[src/rtl/multi_buffer_slv.sv]
// AXI4 write-only slave: each write burst is captured into one of NUM_BUF_g
// buffers, and committed buffers are drained in arrival order onto a
// valid/ready stream.
//
// state | meaning
// ------+-------------------------------------------------------------
// IDLE  | waiting for AW; awready when at least one buffer is free
// DATA  | accepting W beats into the claimed buffer (wr_ptr)
// RESP  | holding B response until bready; buffer already committed
module multi_buffer_slv #(
  parameter int AXI_DW_g    = 64,
  parameter int AXI_AW_g    = 32,
  parameter int NUM_BUF_g   = 4,
  parameter int BUF_DEPTH_g = 16
) (
  input  logic                          clk_i,
  input  logic                          rst_i,
  output logic                          s_axi_awready_o,
  input  logic                          s_axi_awvalid_i,
  input  logic [AXI_AW_g-1:0]           s_axi_awaddr_i,
  input  logic [7:0]                    s_axi_awlen_i,
  input  logic [2:0]                    s_axi_awsize_i,
  input  logic [1:0]                    s_axi_awburst_i,
  output logic                          s_axi_wready_o,
  input  logic                          s_axi_wvalid_i,
  input  logic [AXI_DW_g-1:0]           s_axi_wdata_i,
  input  logic [AXI_DW_g/8-1:0]         s_axi_wstrb_i,
  input  logic                          s_axi_wlast_i,
  input  logic                          s_axi_bready_i,
  output logic                          s_axi_bvalid_o,
  output logic [1:0]                    s_axi_bresp_o,
  output logic                          m_valid_o,
  input  logic                          m_ready_i,
  output logic [AXI_DW_g-1:0]           m_data_o,
  output logic [AXI_DW_g/8-1:0]         m_strb_o,
  output logic                          m_last_o,
  output logic [$clog2(NUM_BUF_g+1)-1:0] free_cnt_o
);

  localparam int SW = AXI_DW_g / 8;
  localparam int PW = (NUM_BUF_g > 1) ? $clog2(NUM_BUF_g) : 1;
  localparam int IW = (BUF_DEPTH_g > 1) ? $clog2(BUF_DEPTH_g) : 1;
  localparam int LW = $clog2(BUF_DEPTH_g + 1);
  localparam int CW = $clog2(NUM_BUF_g + 1);
  localparam logic [8:0]    DEPTH_C    = 9'(BUF_DEPTH_g);
  localparam logic [PW-1:0] LAST_PTR_C = PW'(NUM_BUF_g - 1);
  localparam logic [CW-1:0] NUM_BUF_C  = CW'(NUM_BUF_g);

  typedef enum logic [1:0] {
    IDLE = 2'd0,
    DATA = 2'd1,
    RESP = 2'd2
  } wr_state_e;

  wr_state_e             state_q, state_d;
  logic [7:0]            len_q, len_d;
  logic [8:0]            cnt_q, cnt_d;     // saturating beat count of current burst
  logic                  err_q, err_d;
  logic                  awready_q, awready_d;
  logic [PW-1:0]         wr_ptr_q, wr_ptr_d;
  logic [PW-1:0]         rd_ptr_q, rd_ptr_d;
  logic [NUM_BUF_g-1:0]  commit_q, commit_d;
  logic [LW-1:0]         rd_idx_q, rd_idx_d;
  logic                  m_valid_q, m_valid_d;
  logic [CW-1:0]         free_q, free_d;

  logic [AXI_DW_g-1:0]   data_mem_q [NUM_BUF_g][BUF_DEPTH_g];
  logic [SW-1:0]         strb_mem_q [NUM_BUF_g][BUF_DEPTH_g];
  logic [LW-1:0]         blen_q     [NUM_BUF_g];

  logic aw_hs, w_hs, b_hs, m_hs, rel, w_store;
  logic unused_inputs;

  assign unused_inputs = ^{s_axi_awaddr_i, s_axi_awsize_i};

  assign aw_hs   = s_axi_awvalid_i && awready_q;
  assign w_hs    = s_axi_wvalid_i && (state_q == DATA);
  assign b_hs    = s_axi_bready_i && (state_q == RESP);
  assign m_hs    = m_valid_q && m_ready_i;
  assign rel     = m_hs && m_last_o;
  assign w_store = w_hs && (cnt_q < DEPTH_C);

  function automatic logic [PW-1:0] ptr_inc(input logic [PW-1:0] p);
    return (p == LAST_PTR_C) ? '0 : p + PW'(1);
  endfunction

  // Next-state for the write FSM, buffer bookkeeping and the drain side.
  always_comb begin
    state_d   = state_q;
    len_d     = len_q;
    cnt_d     = cnt_q;
    err_d     = err_q;
    wr_ptr_d  = wr_ptr_q;
    rd_ptr_d  = rd_ptr_q;
    commit_d  = commit_q;
    rd_idx_d  = rd_idx_q;
    free_d    = free_q;
    case (state_q)
      IDLE: begin
        if (aw_hs) begin
          len_d   = s_axi_awlen_i;
          cnt_d   = '0;
          err_d   = (s_axi_awburst_i == 2'b10) || (({1'b0, s_axi_awlen_i} + 9'd1) > DEPTH_C);
          state_d = DATA;
        end
      end
      DATA: begin
        if (w_hs) begin
          if (cnt_q != '1) cnt_d = cnt_q + 9'd1;
          if (cnt_q >= DEPTH_C) err_d = 1'b1;
          // wlast must coincide with beat len+1; either mismatch flags an error
          if (s_axi_wlast_i != (cnt_q == {1'b0, len_q})) err_d = 1'b1;
          if (s_axi_wlast_i) begin
            state_d            = RESP;
            commit_d[wr_ptr_q] = 1'b1;
            wr_ptr_d           = ptr_inc(wr_ptr_q);
          end
        end
      end
      RESP: begin
        if (b_hs) state_d = IDLE;
      end
      default: state_d = IDLE;
    endcase

    if (rel) begin
      commit_d[rd_ptr_q] = 1'b0;
      rd_ptr_d           = ptr_inc(rd_ptr_q);
      rd_idx_d           = '0;
    end else if (m_hs) begin
      rd_idx_d = rd_idx_q + LW'(1);
    end

    // Dropping valid for one cycle after a release gives the bubble before
    // the next buffer is presented.
    m_valid_d = m_valid_q ? !rel : commit_q[rd_ptr_q];

    if (aw_hs && !rel)      free_d = free_q - CW'(1);
    else if (!aw_hs && rel) free_d = free_q + CW'(1);

    awready_d = (state_d == IDLE) && (free_d != '0);
  end

  // Control registers with synchronous reset.
  always_ff @(posedge clk_i) begin
    if (rst_i) begin
      state_q   <= IDLE;
      len_q     <= '0;
      cnt_q     <= '0;
      err_q     <= 1'b0;
      awready_q <= 1'b0;
      wr_ptr_q  <= '0;
      rd_ptr_q  <= '0;
      commit_q  <= '0;
      rd_idx_q  <= '0;
      m_valid_q <= 1'b0;
      free_q    <= NUM_BUF_C;
    end else begin
      state_q   <= state_d;
      len_q     <= len_d;
      cnt_q     <= cnt_d;
      err_q     <= err_d;
      awready_q <= awready_d;
      wr_ptr_q  <= wr_ptr_d;
      rd_ptr_q  <= rd_ptr_d;
      commit_q  <= commit_d;
      rd_idx_q  <= rd_idx_d;
      m_valid_q <= m_valid_d;
      free_q    <= free_d;
    end
  end

  // Beat storage and per-buffer length; contents only matter once committed.
  always_ff @(posedge clk_i) begin
    if (w_store) begin
      data_mem_q[wr_ptr_q][cnt_q[IW-1:0]] <= s_axi_wdata_i;
      strb_mem_q[wr_ptr_q][cnt_q[IW-1:0]] <= s_axi_wstrb_i;
    end
    if (w_hs && s_axi_wlast_i) begin
      blen_q[wr_ptr_q] <= (cnt_q < DEPTH_C) ? LW'(cnt_q + 9'd1) : LW'(BUF_DEPTH_g);
    end
  end

  assign s_axi_awready_o = awready_q;
  assign s_axi_wready_o  = (state_q == DATA);
  assign s_axi_bvalid_o  = (state_q == RESP);
  assign s_axi_bresp_o   = ((state_q == RESP) && err_q) ? 2'b10 : 2'b00;
  assign m_valid_o       = m_valid_q;
  assign m_last_o        = m_valid_q && (rd_idx_q == (blen_q[rd_ptr_q] - LW'(1)));
  assign m_data_o        = m_valid_q ? data_mem_q[rd_ptr_q][rd_idx_q[IW-1:0]] : '0;
  assign m_strb_o        = m_valid_q ? strb_mem_q[rd_ptr_q][rd_idx_q[IW-1:0]] : '0;
  assign free_cnt_o      = free_q;

endmodule
[config.mk]
export PLATFORM = sky130hd
export DESIGN_NAME = multi_buffer_slv
export DESIGN_NICKNAME = d
export VERILOG_FILES = /design/src/rtl/multi_buffer_slv.sv
export SDC_FILE = /design/constraint.sdc
export NUM_CORES = 2
export LEC_CHECK = 0
export ABC_AREA = 0
export CORE_MARGIN = 5
export CORE_UTILIZATION = 56
export DETAILED_ROUTE_END_ITERATION = 6
export PLACE_DENSITY_LB_ADDON = 0.3
export SYNTH_ARGS = -nofsm -noshare
export SYNTH_HDL_FRONTEND = slang
export SYNTH_MEMORY_MAX_BITS = 65536
export SYNTH_SLANG_ARGS = --single-unit
[constraint.sdc]
create_clock -name clk_i -period 3.8 [get_ports clk_i]
set_input_delay 0.38 -clock clk_i [delete_from_list [all_inputs] [get_ports clk_i]]
set_output_delay 0.38 -clock clk_i [all_outputs]
set_load 0.01 [all_outputs]
# Word-level counts from Yosys, hierarchy flattened

Memories as Yosys holds them, arrays and structs flattened. A register that Yosys moved wholly into a read port is not among the register bits.
Index checks and enable logic that the tools add are counted.

Shifts and indexed selects: 0
Multiply operators: 0
Order comparisons: 10
Divide/modulo/power cells: 0
Muxes and demuxes: 54
Reductions and logical operators: 27
Bitwise operators: 5
Add/subtract/negate cells: 8
Eq/ne operators: 13

Operators with widths:

| cell                                                                                 | number |
|---|---|
| 1024-bit 2-to-1 mux                                                                  | 1 |
| 64-bit binary-select mux with 4-bit select                                           | 1 |
| 64-bit demux with 4-bit select                                                       | 1 |
| 64-bit 2-to-1 mux                                                                    | 4 |
| 128-bit 2-to-1 mux                                                                   | 1 |
| 8-bit binary-select mux with 4-bit select                                            | 1 |
| 8-bit demux with 4-bit select                                                        | 1 |
| 8-bit 2-to-1 mux                                                                     | 4 |
| 9-bit 2-to-1 mux                                                                     | 3 |
| 2-bit 2-to-1 mux                                                                     | 13 |
| 9-bit case mux with 2 select lines                                                   | 1 |
| 4-bit 2-to-1 mux                                                                     | 4 |
| 1-bit logical AND                                                                    | 15 |
| 1-bit 2-to-1 mux                                                                     | 11 |
| 5-bit greater-or-equal comparator (second input constant)                            | 2 |
| 4-bit NOT with 5-bit output                                                          | 2 |
| 8-bit by 1-bit adder with 9-bit output (second input constant)                       | 1 |
| 9-bit by 1-bit adder with 9-bit output (second input constant)                       | 1 |
| 9-bit by 8-bit == test with 1-bit output                                             | 1 |
| 9-bit by 5-bit greater-or-equal comparator with 1-bit output (second input constant) | 1 |
| 9-bit by 5-bit greater-than comparator with 1-bit output (second input constant)     | 1 |
| 9-bit by 5-bit < comparator with 1-bit output (second input constant)                | 1 |
| 9-bit inequality test (second input constant)                                        | 1 |
| 2-bit == test (second input constant)                                                | 4 |
| other kinds (32)                                                                     | 41 |

Latch bits: 0
Memories kept: 3
Memory bits (read-only): 0
Bits in writable memories: 4628
Input port bits: 124
Register bits after elaboration: 38

Memory list:

| name       | words | width | rd ports | clocked after Yosys merged registers in | write ports | RTL line | text |
|---|---|---|---|---|---|---|---|
| data_mem_q | 4     | 1024  | 1        | 1                                       | 1           | 67       | `logic [AXI_DW_g-1:0] data_mem_q [NUM_BUF_g][BUF_DEPTH_g];` |
| strb_mem_q | 4     | 128   | 1        | 1                                       | 1           | 68       | `logic [SW-1:0] strb_mem_q [NUM_BUF_g][BUF_DEPTH_g];` |
| blen_q     | 4     | 5     | 1        | 1                                       | 1           | 69       | `logic [LW-1:0] blen_q [NUM_BUF_g];` |

# Longest topological paths before layout

Depth after elaboration: 10
Mapped depth: 15
Mapped depth without buffers: 11

# Worst setup path after synthesis

Ideal clock, no wire load.

Kind: reg-to-reg
Start: reg state_q[1]
End: mem data_mem_q[0][768] (netlist bit) (enable)
Buffers on the path: 1
Required time: 3.362 ns
Stages on the path, launching flop included: 8
Setup slack: 0.121 ns
Library setup time: 0.438 ns
Arrival time: 3.241 ns
Path through: dfxtp_1 > nand2b_1 > inv_1 > clkbuf_1 > and3_1 > nand2_1 > nor3_1 > and2_1

Word-level cells in the longest chain between the ends: 5

RTL lines:

| element                                   | RTL line | text |
|---|---|---|
| from (decl)                               | 55       | `wr_state_e state_q, state_d;` |
| from (signal assigned)                    | 159      | `state_q <= state_d;` |
| 2-bit by 1-bit == test with 1-bit output  | --       |  |
| via s_axi_wready_o                        | 24       | `output logic s_axi_wready_o,` |
| 1-bit logical AND                         | 77       | `assign w_hs = s_axi_wvalid_i && (state_q == DATA);` |
| 1-bit logical AND                         | 81       | `assign w_store = w_hs && (cnt_q < DEPTH_C);` |
| 1-bit 2-to-1 mux                          | 175      | `if (w_store) begin` |
| 1024-bit 2-to-1 mux (implied by the code) | 176      | `data_mem_q[wr_ptr_q][cnt_q[IW-1:0]] <= s_axi_wdata_i;` |
| to (decl)                                 | 67       |  |

The timed path passes the listed nets, and every way through them passes these cells.

==> reports/qor.log <==
qor: yosys.synth-edff-count 4,628
qor: yosys.synth_simple_gate_area_share 0.8635%
qor: routing.route.detailed.wl_per_inst 38.96 um
qor: yosys.mean_instance_size_in_the_synthesized_netlist 25.14 um^2
qor: yosys.yosys_warnings 0
qor: power.pwr_density_cell 485.8 nW/um^2
qor: routing.routed-wl-met3 58.81 mm
qor: status.run_status finished with violations
qor: die.initial_core_util 56.13%
qor: setup_path.cp.arrival 4.01 ns
qor: die.die_h 574.1 um
qor: sta.period_needed 4.390 ns
qor: layout.layout.filler_cells 18,740
qor: yosys.synth_top_family_by_area multiplexers
qor: placement.numPortBuffers 169
qor: global_routing.grt_pass1_vias 88,800
qor: routing.route.top_layer_used met5
qor: clocking.tritoncts yes
qor: power.share_seq_of_total_power 55.3%
qor: sta.worst-slew-pin-transition 1.175 ns
qor: power.power.share.combinational 2.0%
qor: routing.wl_met1 167.7 mm
qor: global_routing.grt_overflow_total 0
qor: setup_path.worst-endpoint-required 3.42 ns
qor: sta.setup_ws -0.5897 ns
qor: routing.detailedRoute.firstPassIterationCount 6
qor: sta.timing_max_transition_violations_final 0
qor: sta.max_freq 227.8 MHz
qor: worst_hold_path.timing.hold.worst.class input pin to flip-flop
qor: clocking.cts_max_path_buffers 4
qor: yosys.post_synth_mux_area_share 18.78%
qor: sta.maxSlewHeadroom 21.64%
qor: sta.timing.clock.skew 0.08022 ns
qor: yosys.synth_area 178,200 um^2
qor: global_routing.grt_antenna_before_repair 20
qor: sta.setup_viol_count_final 73
qor: yosys.synth_async_sr_flop_share 0%
qor: power.p_int 81.86 mW
qor: clocking.clock_sinks 4,668
qor: layout.drive_above_1_share 38.56%
qor: yosys.synth_compound_gate_area_share 0.6747%
qor: sta.report.final.hold_viol_count 0
qor: setup_path.timing.critical_path.from_type flip-flop
qor: setup_path.worstPathMaxFanout 6
qor: routing.ant_nets 0
qor: power.power.total 102.7 mW
qor: setup_path.endpoint_kind primary output
qor: clocking.cts_root_buf sky130_fd_sc_hd__clkbuf_16
qor: sta.finalSetupTns -34.84 ns
qor: layout.finalNetCount 8,313
qor: sta.timing.hold.ws 0.06597 ns
qor: yosys.count_of_distinct_cell_types_in_the_synthesized_netlist 43
qor: routing.detail_route.wirelength 496.6 mm
qor: power.total_switching_power 20.81 mW
qor: routing.post_drt_via_cell_ratio 6.899
qor: yosys.synth-main-ff-cell sky130_fd_sc_hd__edfxtp_1
qor: sta.layout_worst_path_cycle_share 115.5%
qor: routing.drt_iter0_drc 13,380
qor: placement.place_hpwl 242.4 mm
qor: yosys.sequential_share_of_the_synthesized_area 78.43%
qor: placement.pre_cts_slack -0.1643 ns
qor: die.design.core.area 317,500 um^2
qor: yosys.mappedNetlistNets 7,230
qor: power.irDropWorstVdd 493.3 uV
qor: die.die-area 329,600 um^2
qor: global_routing.globalRouteTotalUtil 29.69%
qor: routing.num_vias 87,940
qor: yosys.synth_fa_ha_area_share 0.1193%
qor: clocking.numCtsBuffers 453
qor: die.std_cell_rows 207
qor: layout.flow.area_growth_from_synthesis 18.58%
qor: flow_run.maxCapViolations 0
qor: placement.place.gp.congestion 0.7806
qor: clocking.clk_pin_slew_worst_paths 0.06 ns
qor: global_routing.grt_start_max_net_pins 65
qor: yosys.ys_ff_latch 4,668
qor: clocking.cts_max_level 5
qor: power.p_leak 64.77 nW
qor: die.die_width 574.1 um
qor: die.io_pins 206
qor: power.power.switching_fraction 20.26%
qor: sta.rsz0062_at_grt yes
qor: setup_path.worstSetupPathType flip-flop to primary output
qor: yosys.synth_xor_area_share 0.1278%
qor: clocking.clock_insertion_delay_worst_skew 0.99 ns
qor: routing.met2RoutedLength 244.1 mm
qor: routing.drc 0
qor: yosys.syn-instance-count 7,089
qor: global_routing.grt_first_pass_wirelength 688.3 mm
qor: power.share_clk_of_total_power 42.7%
qor: status.failed_checks negative setup slack
cells in the mapped netlist, drive strengths merged, types with 2 or more instances:
| cell type | n | share of area (%) |
|---|---|---|
| a31oi | 2 | 0.0070 |
| edfxtp | 4628 | 78 |
| inv | 15 | 0.032 |
| nand2b | 8 | 0.028 |
| nor3b | 2 | 0.0084 |
| a221oi | 2 | 0.0098 |
| clkbuf | 172 | 0.36 |
| nor2 | 48 | 0.10 |
| o22ai | 2 | 0.0070 |
| a311oi | 3 | 0.015 |
| xnor2 | 18 | 0.088 |
| dfxtp | 40 | 0.45 |
| mux4 | 1457 | 18 |
| nor3 | 13 | 0.037 |
| and2 | 142 | 0.50 |
| nor4 | 2 | 0.0070 |
| nand3 | 11 | 0.031 |
| a211oi | 130 | 0.55 |
| xor2 | 8 | 0.039 |
| ha | 17 | 0.12 |
| buf | 214 | 0.61 |
| nand4 | 4 | 0.014 |
| o21ai | 4 | 0.011 |
| nand2 | 41 | 0.086 |
| a21oi | 20 | 0.056 |
| nor2b | 4 | 0.014 |
| or3 | 2 | 0.0070 |
| mux2i | 66 | 0.37 |
| and3 | 4 | 0.014 |
flip-flops by register name, summed over array words and instances (netlist names), 3 cells and up, named ones only:
name	count
blen_q	20
cnt_q	9
commit_q	4
data_mem_q	4096
free_cnt_o	3
len_q	8
rd_idx_q	5
strb_mem_q	512
cell usage in the layout, fill, tap and decap left out, types with 85 or more instances in the layout:
master,count
sky130_fd_sc_hd__and2_4,116
sky130_fd_sc_hd__buf_12,312
sky130_fd_sc_hd__buf_2,106
sky130_fd_sc_hd__buf_4,330
sky130_fd_sc_hd__buf_6,85
sky130_fd_sc_hd__clkbuf_1,106
sky130_fd_sc_hd__clkbuf_16,476
sky130_fd_sc_hd__clkinv_1,118
sky130_fd_sc_hd__edfxtp_1,4628
sky130_fd_sc_hd__mux4_2,1457
final timing paths:
| kind | start | endpoint | slack (ns) | depth (start not counted) |
|---|---|---|---|---|
| hold / removal | s_axi_awburst_i[1] | err_q | 0.07 | 3 |
| hold reg to reg | len_q[0] | len_q[0] | 0.48 | 2 |
| setup / recovery | flip-flop | m_data_o[6] | -0.59 | 11 |
| setup reg to reg | flip-flop | flip-flop | 0.28 | 15 |
power groups by stage:
stage | clock network, mW | logic (mW) | registers (mW)
global placement | 0 | 1.84 | 57.8
CTS | 44.0 | 2.02 | 56.8
global route | 46.5 | 2.21 | 56.7
detailed placement | 0 | 1.92 | 57.9
finish | 43.8 | 2.07 | 56.8
floorplan | 0 | 0.660 | 57.8
cell type report:
cell class | count | area (um^2) | share of cell area, %
flip-flops and latches | 4668 | 139800 | 66.15
multi-input cells | 2020 | 38010 | 17.98
repair buffers | 1014 | 13870 | 6.563
clock buffers | 565 | 11870 | 5.618
well taps | 4180 | 5230 | 2.475
clock inverters | 274 | 2467 | 1.168
inverters | 15 | 66.31 | 0.03138
diodes | 10 | 25.02 | 0.01184
per-layer routing:
metal,up-vias,track usage [%]
met5,-,0
li1,33160,-
met4,12,12.13
met1,46690,40.36
met3,1331,5.811
met2,6747,48.18
worst max-delay path, stage by stage, from the launching register on:
cell and delay, ns:
sky130_fd_sc_hd__dfxtp_4 0.37, sky130_fd_sc_hd__buf_12 0.15, sky130_fd_sc_hd__buf_16 0.19, sky130_fd_sc_hd__buf_4 0.15, sky130_fd_sc_hd__buf_8 0.13, sky130_fd_sc_hd__buf_12 0.14, sky130_fd_sc_hd__mux4_2 0.48, sky130_fd_sc_hd__mux4_2 0.54
sky130_fd_sc_hd__and2_4 0.20, sky130_fd_sc_hd__a211oi_4 0.32, sky130_fd_sc_hd__a211oi_4 0.11, sky130_fd_sc_hd__buf_2 0.19
kinds of logic (layout without fill, tap and decap cells):
logic type               after synthesis  count (layout)
AO/OA/AOI/OAI                        168             168
XOR/XNOR                              26              26
adder cells (fa/ha/maj)               17              17
buffers and inverters                401            1868
flip-flops                          4668            4668
multiplexers                        1523            1523
other                                  1              11
AND/OR/NAND/NOR                      285             285
stage by stage:
| step | util (%) | instances | area [um^2] |
|---|---|---|---|
| 2_1_floorplan | - | 7089 | 178200 |
| 3_3_place_gp | 59.88 | 11570 | 190100 |
| 3_5_place_dp | 59.88 | 11570 | 190100 |
| 4_1_cts | 66.06 | 12650 | 209800 |
| 5_1_grt | 66.55 | 12740 | 211300 |
| 6_report | 66.56 | 12750 | 211300 |
repair_timing:
| item | in CTS | in global routing |
|---|---|---|
| setup buffers | 189 | 101 |
| setup endpoints to repair | 73 | 73 |
| resized for setup | 777 | 146 |
| hold buffers | 8 | 0 |
| gates cloned | 53 | 18 |
| pin swaps | 73 | 71 |
| hold endpoints to repair | 8 | 0 |
Note: power is estimated with default switching activity, not from simulation.
